`config.mk`:
```
export PLATFORM = sky130hd
export DESIGN_NAME = generation_scheduler
export DESIGN_NICKNAME = d
export VERILOG_FILES = /design/src/rtl/generation_scheduler.sv
export SDC_FILE = /design/constraint.sdc
export NUM_CORES = 1
export LEC_CHECK = 0
export BUFFER_PORTS_ARGS = -buffer_cell sky130_fd_sc_hd__buf_2
export CAP_MARGIN = 40
export CORE_MARGIN = 2
export CORE_UTILIZATION = 55
export DETAILED_ROUTE_END_ITERATION = 7
export PLACE_DENSITY = 0.79
export SETUP_SLACK_MARGIN = 0.15
export SYNTH_ARGS = -nofsm -noshare
export SYNTH_HDL_FRONTEND = slang
export SYNTH_SLANG_ARGS = --single-unit
```
`constraint.sdc`:
```
create_clock -name clk -period 3.4 [get_ports clk]
set_clock_uncertainty 0.05 [all_clocks]
set_input_delay 0.17 -clock clk [delete_from_list [all_inputs] [get_ports clk]]
set_output_delay 0.17 -clock clk [all_outputs]
set_load 0.02 [all_outputs]
```
`src/rtl/generation_scheduler.sv`:
```
// Generation scheduler for a cellular-automaton display: turns button edges and
// vsync rises into one-cycle generation ticks and pattern-load pulses.
module generation_scheduler (
  input  logic        clk,
  input  logic        rst,
  input  logic        vsync,
  input  logic        run_btn,
  input  logic        step_btn,
  input  logic        speed_btn,
  input  logic        load_btn,
  output logic        gen_tick,
  output logic        load_pulse,
  output logic [1:0]  speed_level,
  output logic [1:0]  state,
  output logic [7:0]  frame_count,
  output logic [15:0] gen_count
);

  typedef enum logic [1:0] {
    PAUSED = 2'd0,
    RUN    = 2'd1,
    STEP   = 2'd2,
    LOAD   = 2'd3
  } state_t;

  state_t      cur_state, nxt_state;
  logic        vsync_q, run_q, step_q, speed_q, load_q;
  logic        vsync_rise, run_rise, step_rise, speed_rise, load_rise;
  logic [7:0]  period;
  logic        last_frame;
  logic [1:0]  speed_n;
  logic [7:0]  frame_n;
  logic [15:0] gen_n;
  logic        tick_n, load_n;

  assign vsync_rise = vsync & ~vsync_q;
  assign run_rise   = run_btn & ~run_q;
  assign step_rise  = step_btn & ~step_q;
  assign speed_rise = speed_btn & ~speed_q;
  assign load_rise  = load_btn & ~load_q;

  // gen_tick and load_pulse are single-cycle strobes with no handshake: the grid
  // must act on every cycle in which one is high; neither can be stalled.
  assign period     = 8'd200 - (8'd50 * {6'd0, speed_level});
  // >= rather than == so a speed increase mid-generation ticks on the next vsync.
  assign last_frame = ({1'b0, frame_count} + 9'd1) >= {1'b0, period};
  assign state      = cur_state;

  always_comb begin
    nxt_state = cur_state;
    speed_n   = speed_rise ? speed_level + 2'd1 : speed_level;
    frame_n   = frame_count;
    gen_n     = gen_count;
    tick_n    = 1'b0;
    load_n    = 1'b0;
    if (load_rise) begin
      nxt_state = LOAD;
      load_n    = 1'b1;
      frame_n   = 8'd0;
      gen_n     = 16'd0;
    end else begin
      case (cur_state)
        PAUSED: begin
          if (step_rise) begin
            nxt_state = STEP;
            tick_n    = 1'b1;
            gen_n     = gen_count + 16'd1;
          end else if (run_rise) begin
            nxt_state = RUN;
            frame_n   = 8'd0;
          end
        end
        RUN: begin
          if (run_rise) begin
            nxt_state = PAUSED;
          end else if (vsync_rise) begin
            if (last_frame) begin
              tick_n  = 1'b1;
              frame_n = 8'd0;
              gen_n   = gen_count + 16'd1;
            end else begin
              frame_n = frame_count + 8'd1;
            end
          end
        end
        STEP:    nxt_state = PAUSED;
        LOAD:    nxt_state = PAUSED;
        default: nxt_state = PAUSED;
      endcase
    end
  end

  always_ff @(posedge clk) begin
    if (rst) begin
      cur_state   <= PAUSED;
      speed_level <= 2'd0;
      frame_count <= 8'd0;
      gen_count   <= 16'd0;
      gen_tick    <= 1'b0;
      load_pulse  <= 1'b0;
      vsync_q     <= 1'b0;
      run_q       <= 1'b0;
      step_q      <= 1'b0;
      speed_q     <= 1'b0;
      load_q      <= 1'b0;
    end else begin
      cur_state   <= nxt_state;
      speed_level <= speed_n;
      frame_count <= frame_n;
      gen_count   <= gen_n;
      gen_tick    <= tick_n;
      load_pulse  <= load_n;
      vsync_q     <= vsync;
      run_q       <= run_btn;
      step_q      <= step_btn;
      speed_q     <= speed_btn;
      load_q      <= load_btn;
    end
  end

endmodule
```
==> flow_summary.html <==
<table>
<tr><th>Metric</th><th>Value</th></tr>
<tr><th colspan="2">STA</th></tr>
<tr><td>Actual transition at the worst max-transition pin</td><td>721 ps</td></tr>
<tr><td>Final Hold Viols</td><td>0</td></tr>
<tr><td>Post-route fraction of the period consumed by the critical path</td><td>89.3%</td></tr>
<tr><td>Setup Viol. Count Final</td><td>0</td></tr>
<tr><td>Hold slack final</td><td>16.8 ps</td></tr>
<tr><td>Minimum period implied by the final worst setup slack</td><td>3040 ps</td></tr>
<tr><td>Worst setup margin</td><td>363 ps</td></tr>
<tr><td>Worst-case headroom to the max-slew limit</td><td>51.9%</td></tr>
<tr><td>Sum Neg Setup Slack</td><td>0 ps</td></tr>
<tr><td>Slew Viols, Final</td><td>0</td></tr>
<tr><td>Unrepaired setup endpoints after global routing</td><td>true</td></tr>
<tr><td>Achievable frequency</td><td>329 MHz</td></tr>
<tr><th colspan="2">Setup path</th></tr>
<tr><td>Worst setup path class</td><td>register to register</td></tr>
<tr><td>CP arrival</td><td>3260 ps</td></tr>
<tr><td>Maximum cell stage delay along the critical path</td><td>520 ps</td></tr>
<tr><td>Required time at the worst-slack endpoint</td><td>3630 ps</td></tr>
<tr><td>Critical-path cell with the highest stage delay</td><td>sky130_fd_sc_hd__nor4b_2</td></tr>
<tr><td>Crit path buffers/inverters</td><td>0</td></tr>
<tr><td>CP endpoint kind</td><td>register</td></tr>
<tr><td>List of cells traversed by the critical path</td><td>ha_1 -&gt; and3_1 -&gt; nand3_1 -&gt; xnor2_1 -&gt; ha_1 -&gt; a21o_1 -&gt; a21oi_1 -&gt; nand2_1 -&gt; nor4b_2 -&gt; nand3_1 -&gt; a21oi_1</td></tr>
<tr><td>Type of origin of the critical path</td><td>register</td></tr>
<tr><td>Crit path max fanout</td><td>5</td></tr>
<tr><td>Family with the most delay on the worst path</td><td>simple AND/OR/NAND/NOR gates</td></tr>
<tr><th colspan="2">Yosys</th></tr>
<tr><td>Netlist area before placement</td><td>2010 µm²</td></tr>
<tr><td>Adder-cell area share of the yosys netlist</td><td>7.46%</td></tr>
<tr><td>Portion of the post-synthesis area used by sequential elements</td><td>34.8%</td></tr>
<tr><td>Gate count of the mapped netlist</td><td>233</td></tr>
<tr><td>Simple-gate portion of the synthesized area</td><td>25.9%</td></tr>
<tr><td>Compound-Gate Fraction of Synth Area</td><td>18.3%</td></tr>
<tr><td>Fraction of synthesized cell area in xor and xnor cells</td><td>5.22%</td></tr>
<tr><td>Post-synthesis async set-or-reset flop share</td><td>0%</td></tr>
<tr><td>Dominant combinational cell family by area after synthesis</td><td>simple AND/OR/NAND/NOR gates</td></tr>
<tr><td>Portion of netlist area occupied by mux cells</td><td>3.98%</td></tr>
<tr><td>Count of synthesis-stage warnings from yosys</td><td>0</td></tr>
<tr><td>Unique cell type count in the Yosys netlist</td><td>45</td></tr>
<tr><td>Post-synthesis average cell area</td><td>8.63 µm²</td></tr>
<tr><td>Post-Synthesis Net Count</td><td>252</td></tr>
<tr><td>Top flip-flop cell by instance count after synthesis</td><td>sky130_fd_sc_hd__dfxtp_1</td></tr>
<tr><td>Number of synthesized flops with an enable pin</td><td>0</td></tr>
<tr><td>Number of register bits inferred by synthesis</td><td>35</td></tr>
<tr><th colspan="2">GRT</th></tr>
<tr><td>First-pass GRT wire length</td><td>7.18 mm</td></tr>
<tr><td>Largest net degree at the start of global routing</td><td>19</td></tr>
<tr><td>GR Util All Layers</td><td>22.2%</td></tr>
<tr><td>Final global-route overflow total</td><td>0</td></tr>
<tr><td>Vias in the first global route</td><td>1616</td></tr>
<tr><td>Number of antenna violations at the first check in global routing</td><td>0</td></tr>
<tr><th colspan="2">Routing</th></tr>
<tr><td>Number of vias per cell</td><td>5.61</td></tr>
<tr><td>Total number of vias</td><td>1783</td></tr>
<tr><td>Drt wl/cell</td><td>13.6 µm</td></tr>
<tr><td>Detailed Route WL</td><td>4.32 mm</td></tr>
<tr><td>Initial detailed-routing violation count</td><td>104</td></tr>
<tr><td>Number of remaining DRC errors</td><td>0</td></tr>
<tr><td>Number of detailed-route iterations in the first pass</td><td>4</td></tr>
<tr><td>Number of routed nets with antenna violations</td><td>0</td></tr>
<tr><th colspan="2">Clock network</th></tr>
<tr><td>Clock-pin transition on the worst setup and hold timing paths</td><td>110 ps</td></tr>
<tr><td>CTS H-tree lvls</td><td>2</td></tr>
<tr><td>Max Buffers Root-to-Sink</td><td>2</td></tr>
<tr><td>Number of clock sinks seen by CTS</td><td>35</td></tr>
<tr><td>CTS tree</td><td>yes</td></tr>
<tr><td>Insertion delay to the later sink of the worst-skew pair</td><td>350 ps</td></tr>
<tr><td>Clock root buffer</td><td>sky130_fd_sc_hd__clkbuf_4</td></tr>
<tr><td>Number of clock buffers inserted by TritonCTS</td><td>5</td></tr>
<tr><th colspan="2">Final layout</th></tr>
<tr><td>Area added between synthesis and finish</td><td>16.0%</td></tr>
<tr><td>Area of all placed cells without fillers</td><td>2330 µm²</td></tr>
<tr><td>Layout Cells excl Fill</td><td>318</td></tr>
<tr><td>Diode insertion count for antenna repair</td><td>0</td></tr>
<tr><td>Commonest cells after routing, fill and taps aside</td><td>36 x sky130_fd_sc_hd__buf_2, 35 x sky130_fd_sc_hd__dfxtp_1, 22 x sky130_fd_sc_hd__nand2_1</td></tr>
<tr><td>Most common library cell in the layout ignoring fill and taps</td><td>sky130_fd_sc_hd__buf_2</td></tr>
<tr><td>Ratio of cells with drive above 1 in the final layout</td><td>21.3%</td></tr>
<tr><td>Final nets</td><td>290</td></tr>
<tr><td>Post-layout util</td><td>68.4%</td></tr>
<tr><th colspan="2">Die</th></tr>
<tr><td>Area enclosed by the die boundary</td><td>4160 µm²</td></tr>
<tr><td>Number of core rows</td><td>21</td></tr>
<tr><td>Number of ports placed on the die boundary</td><td>37</td></tr>
<tr><td>Horiz. Die Dim</td><td>64.5 µm</td></tr>
<tr><td>Initial core utilization</td><td>58.9%</td></tr>
<tr><td>Area of the core region</td><td>3420 µm²</td></tr>
<tr><td>Die span in y</td><td>64.5 µm</td></tr>
<tr><th colspan="2">Power and ir drop</th></tr>
<tr><td>Pwr Total</td><td>0.849 mW</td></tr>
<tr><td>Maximum resistive drop on vdd</td><td>0.271 mV</td></tr>
<tr><td>Leak pwr</td><td>0.995 nW</td></tr>
<tr><td>Total power per unit cell area</td><td>364 nW/µm²</td></tr>
<tr><th colspan="2">Placed design</th></tr>
<tr><td>Estimated wirelength of the detail-placed design</td><td>3.06 mm</td></tr>
<tr><td>Final estimated routing congestion in global placement</td><td>0.791</td></tr>
<tr><td>Pre-CTS setup slack</td><td>339 ps</td></tr>
<tr><td>Post-placement cell count</td><td>308</td></tr>
<tr><td>Cell area reported after detailed placement</td><td>2220 µm²</td></tr>
<tr><td># port buffers</td><td>36</td></tr>
<tr><th colspan="2">Status</th></tr>
<tr><td>Run status</td><td>finished, final reports clean</td></tr>
<tr><th colspan="2">Flow run</th></tr>
<tr><td>Number of max-cap violations</td><td>0</td></tr>
<tr><th colspan="2">Worst hold path</th></tr>
<tr><td>Hold crit path type</td><td>input port to register</td></tr>
</table>
-- flip-flops by register name, summed over array words and instances (netlist names) --
register / flops
gen_count: 16
frame_count: 8
speed_level: 2
state: 2
gen_tick: 1
load_pulse: 1
load_q: 1
run_q: 1
speed_q: 1
step_q: 1
vsync_q: 1
-- worst register-to-register path, cell delays in order (launching register included) --
cell                      delay [ps]
sky130_fd_sc_hd__dfxtp_1         420
sky130_fd_sc_hd__ha_1            280
sky130_fd_sc_hd__and3_1          220
sky130_fd_sc_hd__nand3_1         140
sky130_fd_sc_hd__xnor2_1         170
sky130_fd_sc_hd__ha_1            330
sky130_fd_sc_hd__a21o_1          170
sky130_fd_sc_hd__a21oi_1         200
sky130_fd_sc_hd__nand2_1         190
sky130_fd_sc_hd__nor4b_2         520
sky130_fd_sc_hd__nand3_1         150
sky130_fd_sc_hd__a21oi_1         140
-- where the power goes --
part	switching (mW)	internal [mW]	total, mW	leakage (nW)
combinational	0.0645	0.0416	0.106	0.662
clock	0.142	0.174	0.316	0.0482
sequential	0.00804	0.419	0.427	0.285
total	0.214	0.634	0.849	0.995
-- path summary, 6_finish.rpt --
| path | from | end | slack [ps] | cells after the start |
|---|---|---|---|---|
| worst max-delay path | frame_count[0]$_SDFFE_PP0P_ | frame_count[5]$_SDFFE_PP0P_ | 360 | 11 |
| worst min-delay path | load_btn | load_q$_SDFF_PP0_ | 20 | 2 |
| worst max register to register | frame_count[0]$_SDFFE_PP0P_ | frame_count[5]$_SDFFE_PP0P_ | 360 | 11 |
| worst min register to register | gen_count[15]$_SDFFE_PP0P_ | gen_count[15]$_SDFFE_PP0P_ | 440 | 2 |
-- per-layer routing --
metal	global-route usage, %	share of wire (%)
met5	0	0
met4	6.91	1.2
met3	5.73	4.0
met1	26.1	45
met2	39.5	50
-- repair_timing --
action | CTS | global route
setup buffers | 0 | 0
endpoints found under the setup margin | 0 | 10
gates resized for setup | 0 | 2
endpoints found under the hold margin | 2 | 0
hold buffers | 2 | 0
-- synth_stat cells, types with 6 or more instances --
cell type / count / area share (%)
sky130_fd_sc_hd__xor2_1: 6 / 2.6
sky130_fd_sc_hd__nor2_1: 20 / 3.7
sky130_fd_sc_hd__ha_1: 12 / 7.5
sky130_fd_sc_hd__nand3_1: 13 / 3.2
sky130_fd_sc_hd__a22oi_1: 6 / 2.2
sky130_fd_sc_hd__nand2b_1: 9 / 2.8
sky130_fd_sc_hd__a21oi_1: 15 / 3.7
sky130_fd_sc_hd__xnor2_1: 6 / 2.6
sky130_fd_sc_hd__nand2_1: 22 / 4.1
sky130_fd_sc_hd__nor2b_1: 7 / 2.2
sky130_fd_sc_hd__clkbuf_1: 6 / 1.1
sky130_fd_sc_hd__dfxtp_1: 35 / 35
sky130_fd_sc_hd__mux2i_1: 8 / 4.0
sky130_fd_sc_hd__inv_1: 9 / 1.7
-- cell families after synthesis --
kind of cell | after synthesis
xor+xnor | 12
fa+ha+maj | 12
mux | 8
compound gates | 49
simple gates | 98
buf+inv | 19
flops | 35
-- layout make-up --
type                    instances  area (µm²)
clock buffers                   6        51.3
repair buffers                 41         223
fillers                       302        1080
clock inverters                 2        35.0
well taps                      46        57.6
multi-input cells             179        1230
flip-flops and latches         35         701
inverters                       9        33.8
No activity file was read; power rests on OpenSTA's default activity.
